## config.mk

```make
export PLATFORM = sky130hd
export DESIGN_NAME = btn_scan_ctrl
export DESIGN_NICKNAME = d
export VERILOG_FILES = /design/src/rtl/btn_scan_pkg.sv /design/src/rtl/btn_scan_ctrl_rr_pick.sv /design/src/rtl/btn_scan_ctrl.sv
export SDC_FILE = /design/constraint.sdc
export NUM_CORES = 1
export LEC_CHECK = 0
export ABC_AREA = 1
export CAP_MARGIN = 20
export CORE_MARGIN = 2
export CORE_UTILIZATION = 52
export DETAILED_ROUTE_END_ITERATION = 12
export GPL_TIMING_DRIVEN = 0
export PLACE_DENSITY = 0.76
export SLEW_MARGIN = 10
export SYNTH_ARGS = -nofsm -noshare
export SYNTH_HDL_FRONTEND = slang
export SYNTH_SLANG_ARGS = --single-unit
```

## constraint.sdc

```tcl
create_clock -name clk -period 1.7 [get_ports clk]
set_clock_uncertainty 0.05 [all_clocks]
set_input_delay 0.34 -clock clk [delete_from_list [all_inputs] [get_ports clk]]
set_output_delay 0.34 -clock clk [all_outputs]
set_load 0.03 [all_outputs]
```

## src/rtl/btn_scan_pkg.sv

```systemverilog
// -----------------------------------------------------------------------------
// btn_scan_pkg
// Shared definitions for the time-shared button debouncer:
//   state_t    - scheduler FSM states (IDLE, TRACK, COMMIT)
//   clog2      - ceiling log2, usable in constant expressions
//   sel_width  - width of a channel index for a given channel count (>= 1)
// -----------------------------------------------------------------------------
package btn_scan_pkg;

    typedef enum logic [1:0] {
        IDLE   = 2'd0,
        TRACK  = 2'd1,
        COMMIT = 2'd2
    } state_t;

    function automatic int clog2(input int n);
        int r;
        r = 0;
        for (int i = 0; i < 31; i++) begin
            if ((1 << i) < n) r = i + 1;
        end
        return r;
    endfunction

    function automatic int sel_width(input int n);
        return (clog2(n) < 1) ? 1 : clog2(n);
    endfunction

endpackage

```

## src/rtl/btn_scan_ctrl_rr_pick.sv

```systemverilog
// -----------------------------------------------------------------------------
// rr_pick
// Combinational round-robin first-one finder. Searches req starting at ptr and
// wrapping (ptr, ptr+1, ..., N-1, 0, ..., ptr-1); reports the first set bit.
// Ports:
//   req   in  N  request vector
//   ptr   in  W  search start index (must be < N)
//   valid out 1  at least one request is set
//   idx   out W  index of the winning request (ptr when valid = 0)
// -----------------------------------------------------------------------------
module rr_pick #(
    parameter int N = 4,
    parameter int W = 2
) (
    input  logic [N-1:0] req,
    input  logic [W-1:0] ptr,
    output logic         valid,
    output logic [W-1:0] idx
);

    always_comb begin
        // NOTE: every output gets a default before the loop, so no path
        // through this block leaves a value unassigned and no latch is inferred.
        valid = 1'b0;
        idx   = ptr;
        for (int k = 0; k < N; k++) begin
            int c;
            c = int'(ptr) + k;
            if (c >= N) c = c - N;
            if (!valid && req[c]) begin
                valid = 1'b1;
                idx   = W'(c);
            end
        end
    end

endmodule

```

## src/rtl/btn_scan_ctrl.sv

```systemverilog
// -----------------------------------------------------------------------------
// btn_scan_ctrl
// Debounces N_BTN push buttons with one shared settle counter. Synchronized
// levels are compared against the committed clean state; a round-robin
// scheduler grants the counter to one mismatching channel, and the change is
// committed only after the new level holds for 2^CNT_W consecutive cycles.
// Ports:
//   clk      in  1      system clock
//   rst_n    in  1      asynchronous active-low reset
//   dirty    in  N_BTN  raw asynchronous button pins
//   clean    out N_BTN  debounced level, 1 = pressed (polarity-normalized)
//   press    out N_BTN  one-cycle pulse when clean[i] goes 0->1
//   released out N_BTN  one-cycle pulse when clean[i] goes 1->0
//                       ("release" is a reserved word in SystemVerilog)
//   busy     out 1      counter granted (state != IDLE)
//   sel      out SEL_W  channel currently or last granted
// -----------------------------------------------------------------------------
module btn_scan_ctrl
    import btn_scan_pkg::*;
#(
    parameter  int N_BTN      = 4,
    parameter  int CNT_W      = 16,
    parameter  bit ACTIVE_LOW = 1'b1,
    localparam int SEL_W      = sel_width(N_BTN)
) (
    input  logic             clk,
    input  logic             rst_n,
    input  logic [N_BTN-1:0] dirty,
    output logic [N_BTN-1:0] clean,
    output logic [N_BTN-1:0] press,
    output logic [N_BTN-1:0] released,
    output logic             busy,
    output logic [SEL_W-1:0] sel
);

    logic [N_BTN-1:0] lvl;
    logic [N_BTN-1:0] sync1;
    logic [N_BTN-1:0] sync2;
    logic [N_BTN-1:0] mismatch;
    logic [SEL_W-1:0] ptr;
    logic [SEL_W-1:0] next_ptr;
    logic [SEL_W-1:0] pick_idx;
    logic             pick_valid;
    logic [CNT_W-1:0] cnt;
    state_t           state;

    // Normalize so that 1 always means "pressed" from here on.
    assign lvl      = dirty ^ {N_BTN{ACTIVE_LOW}};
    assign mismatch = sync2 ^ clean;

    // Channel after the granted one, wrapping at N_BTN (which need not be a
    // power of two).
    assign next_ptr = (sel == SEL_W'(N_BTN - 1)) ? '0 : sel + SEL_W'(1);

    always_ff @(posedge clk or negedge rst_n) begin
        if (!rst_n) begin
            sync1 <= '0;
            sync2 <= '0;
        end else begin
            // NOTE: non-blocking assignments let sync2 take the old sync1,
            // forming two real flops rather than collapsing into one.
            sync1 <= lvl;
            sync2 <= sync1;
        end
    end

    rr_pick #(
        .N (N_BTN),
        .W (SEL_W)
    ) u_rr_pick (
        .req   (mismatch),
        .ptr   (ptr),
        .valid (pick_valid),
        .idx   (pick_idx)
    );

    always_ff @(posedge clk or negedge rst_n) begin
        if (!rst_n) begin
            state    <= IDLE;
            busy     <= 1'b0;
            sel      <= '0;
            ptr      <= '0;
            cnt      <= '0;
            clean    <= '0;
            press    <= '0;
            released <= '0;
        end else begin
            // Event pulses only live for the cycle after a commit.
            press    <= '0;
            released <= '0;
            case (state)
                IDLE: begin
                    if (pick_valid) begin
                        sel   <= pick_idx;
                        cnt   <= '0;
                        state <= TRACK;
                        busy  <= 1'b1;
                    end
                end
                TRACK: begin
                    if (!mismatch[sel]) begin
                        // Bounced back: give up the counter and move past
                        // this channel so it cannot monopolize the scan.
                        ptr   <= next_ptr;
                        state <= IDLE;
                        busy  <= 1'b0;
                    end else if (&cnt) begin
                        state <= COMMIT;
                    end else begin
                        cnt <= cnt + CNT_W'(1);
                    end
                end
                COMMIT: begin
                    clean[sel]    <= ~clean[sel];
                    press[sel]    <= ~clean[sel];
                    released[sel] <= clean[sel];
                    ptr           <= next_ptr;
                    state         <= IDLE;
                    busy          <= 1'b0;
                end
                default: begin
                    state <= IDLE;
                    busy  <= 1'b0;
                end
            endcase
        end
    end

endmodule

```

# Word-level counts from Yosys, hierarchy flattened
# Cells that the tools add are included.
# op_classes
magnitude_cmp	10
n_mux	47
addsub	9
eq_ne	8
n_reduce_logical	16
bitwise_logic	5
multipliers	0
n_shift	0
n_div	0
# ops
cell	count
less-than comparator 32 x 4 -> 1 bit, second input constant	4
2-to-1 mux 32 bit	4
greater-or-equal comparator 32 x 4 -> 1 bit, second input constant	3
subtractor 32 x 4 -> 32 bit, second input constant	3
2-to-1 mux 16 bit	3
case mux 16 bit (2 select lines)	1
2-to-1 mux 2 bit	9
2-to-1 mux 1 bit	17
adder 16 x 1 -> 16 bit, second input constant	1
AND reduction 16 bit	1
binary-select mux 1 bit (select 2 bit)	6
bitwise AND 4 bit	2
2-to-1 mux 4 bit	2
!= test 2 bit, second input constant	4
case mux 2 bit (2 select lines)	2
AND reduction 2 bit	4
adder 2 x 2 -> 3 bit, second input constant	2
bitwise mux 4 bit	1
== test 2 bit, second input constant	2
logical AND 1 bit	4
inverter 4 bit	1
AND reduction 4 bit	1
nonzero test 2 bit	2
subtractor 2 x 3 -> 4 bit, second input constant	1
13 further kinds	15
# word_totals
output_inout_bits	15
ram_bits	0
mem_bits_ro	0
n_memories	0
latchBits	0
register_bits	43
wordCells	105

# Depth between registers and ports, before layout
# Gate-level depths: netlist of run 1.
# depth
depth_word	17
ltp_mapped	13

# Cells and area by module
# A second synthesis of run 1 with hierarchy kept.
# unflattened
hier_cells	339
hier_area_um2	2479.9
# by_module_without_submodules
module	area_each_um2	cells_each	instances	seq_area_each_um2
btn_scan_ctrl	2197.1	276	1	1076.0
rr_pick	282.8	63	1	0.0

# Least setup slack after synthesis of run 1
# No wires, ideal clock.
# synth_timing
path_type	register to register
start	register sel[0]
end	register cnt[8]
path_buffers	1
path_slack_ps	-55
setup_time_ps	117
arrival_ps	1588
path_stages_with_launch	10
period_less_slack_ps	1755
cell_sequence	dfrtp_1 > inv_1 > nand2_1 > o211ai_1 > and2_2 > nand2_1 > nand2_2 > buf_6 > nand2_1 > nand2_1
# synth_between
elab_chain_len	4
# synth_lines
element	line_no	rtl
start: declaration	btn_scan_ctrl.sv:33	output logic [SEL_W-1:0] sel
start signal: assignment	btn_scan_ctrl.sv:94	sel <= pick_idx;
binary-select mux 1 bit (select 2 bit)	btn_scan_ctrl.sv:101	if (!mismatch[sel]) begin
2-to-1 mux 1 bit (not written as such)	btn_scan_ctrl.sv:101	
!= test 2 bit (no source line)	n/a	
AND reduction 4 bit (no source line)	n/a	
end signal: assignment	btn_scan_ctrl.sv:110	cnt <= cnt + CNT_W'(1);
end: declaration	btn_scan_ctrl.sv:44	logic [CNT_W-1:0] cnt;
# Every way passes these cells. The select of a mux whose other input is x is not followed.
# A chain may end at the register's enable or synchronous reset.

# Worst setup path in the final report of run 1
# layout_timing
start	register ptr[0]
end	register cnt[12]
# layout_between
elab_chain_len	17
elab_cells_between_ends	39
# layout_lines
element	line_no	rtl
start: declaration	btn_scan_ctrl.sv:40	logic [SEL_W-1:0] ptr;
start signal: assignment	btn_scan_ctrl.sv:104	ptr <= next_ptr;
start signal: assignment	btn_scan_ctrl.sv:117	ptr <= next_ptr;
parallel branches: the longest is 14 deep, another holds subtractor 32 x 4 -> 32 bit	n/a	
2-to-1 mux 1 bit (*)	btn_scan_ctrl_rr_pick.sv:30	if (!valid && req[c]) begin
!= test 2 bit (no source line) (*)	n/a	
AND reduction 4 bit (no source line) (*)	n/a	
# Mark *: on every way between the ends. The select of a mux whose other input is x is not followed.

==> summary.md, run 1 <==
| Metric | Value |
|---|---|
| Max FO, Critical Path | `5` |
| Initial antenna violation count | `0` |
| Full die area | `approximately 5200 um2` |
| Num CTS Buffers | `5` |
| Min Tclk post-route | `approximately 1.8 ns` |
| Die H | `about 72 um` |
| Reg2Reg Depth | `10` |
| Switching share of power | `between 40% and 50%` |
| CP Capture Type | `flop` |
| Final setup vio count | `14` |
| Fin nets | `roughly 360` |
| DRC Markers | `0` |
| Tot Pwr | `between 0.005 and 0.006 W` |
| Relative slew slack | `~73%` |
| PD cells | `~1800 nW/um2` |
| Boundary Pins | `21` |
| H-tree levels | `2` |
| Seq pwr share | `between 20 and 30%` |
| Dpl hpwl | `between 3000 and 4000 um` |
| Via count | `between 2000 and 2500` |
| Post-synthesis cell count | `roughly 310` |
| Final Non-Filler Cells | `~410` |
| Area delta synth->final | `26.81%` |
| Fillers | `between 300 and 400` |
| Final Instance Area | `between 3000 and 4000 um2` |
| Hold Path Depth | `0` |
| Vias in the first global route | `about 2100` |
| Layout cell share with drive strength beyond 1 | `roughly a quarter` |
| Buffers added on ports | `20` |
| FF+latch area | `1082 um2` |
| Post-synth EDFFs | `0` |
| Library cells used by synthesis | `31` |
| Initial Util | `approximately 55%` |
| GRT Total Usage | `24.00%` |
| Final worst slack | `-0.08240 ns` |
| Total grt overflow | `0` |
| Synthesized area per cell | `around 7.8 um2` |
| ANT nets after route | `0` |
| Net Sw Power | `around 0.0027 W` |
| Fraction of synthesis flops using an asynchronous set or reset pin | `between 90% and 100%` |
| Synthesis Warnings | `0` |
| DR pass1 iterations | `4` |
| Later-pin clock latency in the skew report | `0.31 ns` |
| Antenna Diode Count | `0` |
| Period utilisation layout | `104.8%` |
| CTS tree | `built` |
| Routed WL per cell | `approximately 14 um` |
| #FFs+latches synth | `43` |
| Syn_nets | `between 300 and 400` |
| Comb pwr share | `about three fifths` |
| Largest net degree at the start of global routing | `33` |
| Top_reg_cell synth | `dfrtp_1` |
| Outcome | `finished with violations` |
| HP Class | `flop to flop` |
| Root Buffer | `clkbuf_8` |
| Final hold vios | `0` |
| DP Area | `~2700 um2` |
| Detailed Route WL | `a little under 6000 um` |
| CORE AREA | `about 4400 um2` |
| CP arrival | `a little under 2 ns` |
| Area occupied by multi-input gates | `approximately 1300 um2` |
| Routability cong. | `0.9413` |
| CP startpoint kind | `flop` |
| Row cnt | `24` |
| Unrepaired setup endpoints after global routing | `yes` |
| P_leak | `between 1.5 and 2 nW` |
| WS Path Type | `flop to flop` |
| Post-synthesis sequential area ratio | `~44%` |
| Initial DRC Count | `around 200` |
| P_int | `0.002836 W` |
| Worst Path Required | `around 1.9 ns` |
| # Max-Cap Violations | `0` |
| Placed instance count | `384` |
| Post-Syn Area | `between 2000 and 2500 um2` |
| Fmax | `561.0 MHz` |
| First-pass GRT wire length | `between 9000 and 10000 um` |
| Failing checks | `negative setup slack` |
| Worst ir drop on vdd | `1033 uV` |
| Slew Limit Fails | `0` |
| Worst-path clk slew | `0.10 ns` |
| Max Buffers Root-to-Sink | `2` |
| Chip width | `about 72 um` |
| Clock network power share | `12.8%` |
| CTS sink count | `43` |
| Least-Margin Pin Slew | `roughly 0.4 ns` |
| Via density | `about 5.4` |
## power by group through the flow
stage,logic [W],clock network (W),registers (W)
2_1_floorplan,0.00184,0,0.00154
3_3_place_gp,0.00260,0,0.00140
3_5_place_dp,0.00266,0,0.00141
4_1_cts,0.00309,0.000709,0.00139
5_1_grt,0.00371,0.000752,0.00142
6_report,0.00340,0.000704,0.00139
## per-layer routing
metal / vias up / part of all wire [%] / track usage, %
met1: 1049 / 45 / 32.67
li1: 1066 / - / -
met2: 56 / 50 / 39.45
met5: - / 0 / 0
met3: 11 / 4.1 / 4.167
met4: 0 / 1.5 / 7.407
## state kept, by name, indices dropped and copies added, names as in the netlist
| register | count |
|---|---|
| busy | 1 |
| clean | 4 |
| cnt | 16 |
| press | 4 |
| ptr | 2 |
| released | 4 |
| sel | 2 |
| state | 2 |
| sync1 | 4 |
| sync2 | 4 |
## cell type report
cell class	count	area share [%]
Buffer	8	2.997
Clock buffer	5	2.228
Clock inverter	3	0.8505
Inverter	36	4.496
Multi-Input combinational cell	224	42.08
Sequential cell	43	35.03
Tap cell	52	2.106
Timing Repair Buffer	34	10.21
## cells in the mapped netlist (all sizes together), types with 2 or more instances
cell type   n  share of area (%)
inv        36                5.5
ha          5                2.6
a21oi       7                1.4
xor2        9                4.0
o21ai       9                1.8
dfrtp      43                 44
nand3      47                 10
xnor2       5                2.1
clkbuf      2                1.1
buf         5                2.2
nand2      95                 15
nor2       35                5.4
nor3        4               0.82
## final timing paths
check | slack, ns | from | endpoint
max | -0.08 | ptr[0] | cnt[12]
min | 0.31 | sync1[3] | sync2[3]
max reg2reg | -0.08 | ptr[0] | cnt[12]
min reg2reg | 0.31 | sync1[3] | sync2[3]
max in group asynchronous | 0.72 | rst_n | sel[0]
min in group asynchronous | 0.39 | rst_n | released[1]
## worst max-delay path, stage by stage (launching register included)
cell and delay (ns):
dfrtp_1 0.40, buf_6 0.17, xor2_4 0.21, nand3_2 0.11, nand2_2 0.11, nand3_4 0.08
o21bai_4 0.18, nand2_2 0.11, buf_6 0.15, nand2_2 0.05, nand2_1 0.05
## per-stage QoR
stage               worst slack (ns)  hold WS (ns)  util (%)  TNS (ns)
CTS                         -0.07753        0.3090     66.98   -0.6032
finish                      -0.08240        0.3085     69.51   -0.7871
global route                 -0.1511        0.3152     69.51    -2.131
global placement             -0.9974        0.2813     60.92    -39.21
detailed placement           -0.1530        0.1983     61.26    -2.249
floorplan                    0.02309     -0.005591         -         0
## cells in the final DEF (no fill, tap or decap), types with 9 or more instances in the layout
cell            n
nand2_1        74
dfrtp_1        38
nor2_1         34
nand3_1        32
inv_1          26
nand2_2        18
nand3_2        14
dlygate4sd2_1  12
inv_2           9
buf_4           9
## what timing repair did
action / CTS / global route
cloned: 3 / 0
endpoints found under the hold margin: 11 / 0
setup buffers: 6 / 3
endpoints found under the setup margin: 34 / 29
pin swaps: 10 / 10
hold buffers: 1 / 0
gates resized for setup: 38 / 33
## logic make-up (layout without fill, tap and decap cells)
group           count (synthesis)  in the layout  share of synthesized area, %
compound gates                 21             21                         5.393
xor+xnor                       14             14                         6.112
fa+ha+maj                       5              5                         2.568
buf+inv                        44             86                         9.194
flops                          43             43                         44.17
simple gates                  184            184                         32.56
No activity file was read; power rests on OpenSTA's default activity.
==> run 2, diff against run 1 <==
Settings changed: SLEW_MARGIN 10 to 15.
==> results of run 2 <==
No change in the layout: final DEF, timing and power equal those of run 1.
==> run 3, diff against run 2 <==
Settings changed: GPL_ROUTABILITY_DRIVEN from default to 0, REMOVE_ABC_BUFFERS from default to 1.
==> run 3 against run 2 <==
The run still ends with negative setup slack left. Final area up 4.8%. Die area stayed put. Count of clock-buffer cells in the layout unchanged. Critical endpoint is now cnt[2]. Largest cell class unchanged.
==> summary.md, run 3 (same netlist as run 1, synthesis figures left out) <==
| Metric | Value |
|---|---|
| Outcome | `finished with violations` |
| Failing checks | `negative setup slack` |
| Top reg by flops | `cnt` |
| DRC Markers | `0` |
| Hold Path Origin | `sync1[2]` |
| Final setup vio count | `15` |
| Fmax | `between 500 and 600 MHz` |
| Worst ir drop on vdd | `about 880 uV` |
| Switching share of power | `between 40% and 50%` |
| Max reg flops | `16` |
| Hold Path Depth | `0` |
| Via density | `about 5.6` |
| PD cells | `around 1900 nW/um2` |
| Crit path top cell by count | `nand2_1` |
| Worst slack, placed | `-0.7758 ns` |
| R2R Setup Slk | `-0.08 ns` |
| Net Sw Power | `about 0.0029 W` |
| Chip width | `72.45 um` |
| DR pass1 iterations | `4` |
| Fillers | `between 300 and 400` |
| Worst r2r src | `clean[3]` |
| Routed WL per cell | `15.86 um` |
| First-pass GRT wire length | `10400 um` |
| Vias in the first global route | `approximately 2200` |
| Relative slew slack | `a little under three quarters` |
| Period utilisation layout | `104.8%` |
| GRT Total Usage | `between 20% and 30%` |
| CP Capture Type | `flop` |
| Initial DRC Count | `between 150 and 200` |
| Initial Util | `between 50 and 60%` |
| WS Path Type | `flop to flop` |
| Seq pwr share | `between 20% and 30%` |
| Hold Path End | `sync2[2]` |
| Max FO, Critical Path | `6` |
| Num CTS Buffers | `5` |
| CP startpoint kind | `flop` |
| Final Non-Filler Cells | `~410` |
| CP Depth | `11` |
| Final Instance Area | `around 3200 um2` |
| FF+latch area | `1080 um2` |
| DP Area | `~2600 um2` |
| Later-pin clock latency in the skew report | `a little over 0.3 ns` |
| Crit path max-delay family | `simple AND/OR/NAND/NOR gates` |
| Slew Limit Fails | `0` |
| H-tree levels | `2` |
| CP bufs+invs | `2` |
| Placed instance count | `376` |
| Unrepaired setup endpoints after global routing | `yes` |
| Antenna Diode Count | `0` |
| ANT nets after route | `0` |
| Area occupied by multi-input gates | `around 1400 um2` |
| CP arrival | `just under 2 ns` |
| Min Tclk post-route | `roughly 1.8 ns` |
| Largest net degree at the start of global routing | `29` |
| Area delta synth->final | `32.87%` |
| Most frequent cells in the layout | `nand2_1, dfrtp_1, nor2_1, nand3_1, inv_1` |
| Root Buffer | `clkbuf_8` |
| Final TNS setup | `-0.7599 ns` |
| Final worst slack | `-0.08115 ns` |
| Least-Margin Pin Slew | `approximately 0.44 ns` |
| # Max-Cap Violations | `0` |
| Fin nets | `between 300 and 400` |
| Worst-path clk slew | `about 0.09 ns` |
| CTS tree | `built` |
| Via count | `roughly 2300` |
| Detailed Route WL | `between 6000 and 7000 um` |
| Commonest non-fill, non-tap cell in the layout | `nand2_1` |
| Reg2Reg Depth | `11` |
| HP Class | `flop to flop` |
| CORE AREA | `4444 um2` |
| Worst Path Required | `approximately 1.9 ns` |
| P_leak | `between 1.5 and 2 nW` |
| Buffers added on ports | `20` |
| Layout cell share with drive strength beyond 1 | `26.48%` |
| Die H | `between 70 and 80 um` |
| Dpl hpwl | `~3500 um` |
| Boundary Pins | `21` |
| Critical Path Slowest Stage Cell | `dfrtp_1` |
| Critical path's largest stage delay | `roughly 0.4 ns` |
| Final hold vios | `0` |
| Comb pwr share | `between 60 and 70%` |
| Max Buffers Root-to-Sink | `2` |
| CTS sink count | `43` |
| Initial antenna violation count | `0` |
| Total grt overflow | `0` |
| Crit path cell chain | `inv_1 > nand2_1 > nand2_2 > nand2_1 > nand3_1 > nand2_4 > o21bai_4 > buf_12 > nand2_8 > nand2_1 > nand2_1` |
| P_int | `between 0.003 and 0.004 W` |
| RR Endpoint | `cnt[2]` |
| Tot Pwr | `0.006040 W` |
| Row cnt | `24` |
| Full die area | `5248 um2` |
| Clock network power share | `approximately 14%` |
[run 3: changes by cell type in the layout (fill, tap and decap cells not counted), sizes merged]
cell and change:
clkbuf -3, nand2 +3, buf +2, bufinv +1, clkinv -1, dlygate4sd1 -1
dlygate4sd2 -1, dlymetal6s2s +1, o21bai +1
[run 3: metal layers]
metal	routed length (um)	track usage (%)	share of wire (%)
met2	3242	42.10	50
met5	0	0	0
met1	2733	36.06	42
met3	343	4.722	5.3
met4	134	9.671	2.1
[run 3: power groups by stage]
stage / Clock [W] / Combinational (W) / Sequential [W]
after floorplan: 0 / 0.00152 / 0.00159
after global placement: 0 / 0.00222 / 0.00147
after detailed placement: 0 / 0.00227 / 0.00148
after CTS: 0.000845 / 0.00342 / 0.00142
after global routing: 0.000892 / 0.00409 / 0.00144
final: 0.000831 / 0.00379 / 0.00142
[run 3: final cells by class]
cell class	count	share of cell area [%]
multi-input cells	228	44.41
flip-flops and latches	43	33.36
repair buffers	40	12.49
inverters	36	4.175
clock buffers	5	2.126
well taps	52	2.010
clock inverters	3	1.430
[run 3: how the worst max path moves through the flow]
| stage | from | endpoint | slack (ns) |
|---|---|---|---|
| floorplan | sel[0] | cnt[13] | -0.36 |
| global placement | rst_n | busy | -0.82 |
| detailed placement | ptr[0] | cnt[13] | -0.78 |
| CTS | ptr[0] | cnt[6] | -0.09 |
| global route | clean[3] | cnt[2] | -0.18 |
| finish | clean[3] | cnt[2] | -0.08 |
[run 3: metrics by stage]
| stage | util (%) | hold WS, ns |
|---|---|---|
| 2_1_floorplan | - | -0.005591 |
| 3_3_place_gp | 58.78 | 0.2828 |
| 3_5_place_dp | 59.12 | 0.2326 |
| 4_1_cts | 69.76 | 0.3078 |
| 5_1_grt | 72.83 | 0.3115 |
| 6_report | 72.83 | 0.3058 |
[run 3: timing repair]
item / in CTS / in global routing
hold buffers: 1 / 0
resized for setup: 53 / 37
endpoints found under the hold margin: 15 / 0
buffers inserted: 14 / 3
setup endpoints to repair: 37 / 30
gates cloned: 5 / 0
pin swaps: 15 / 8
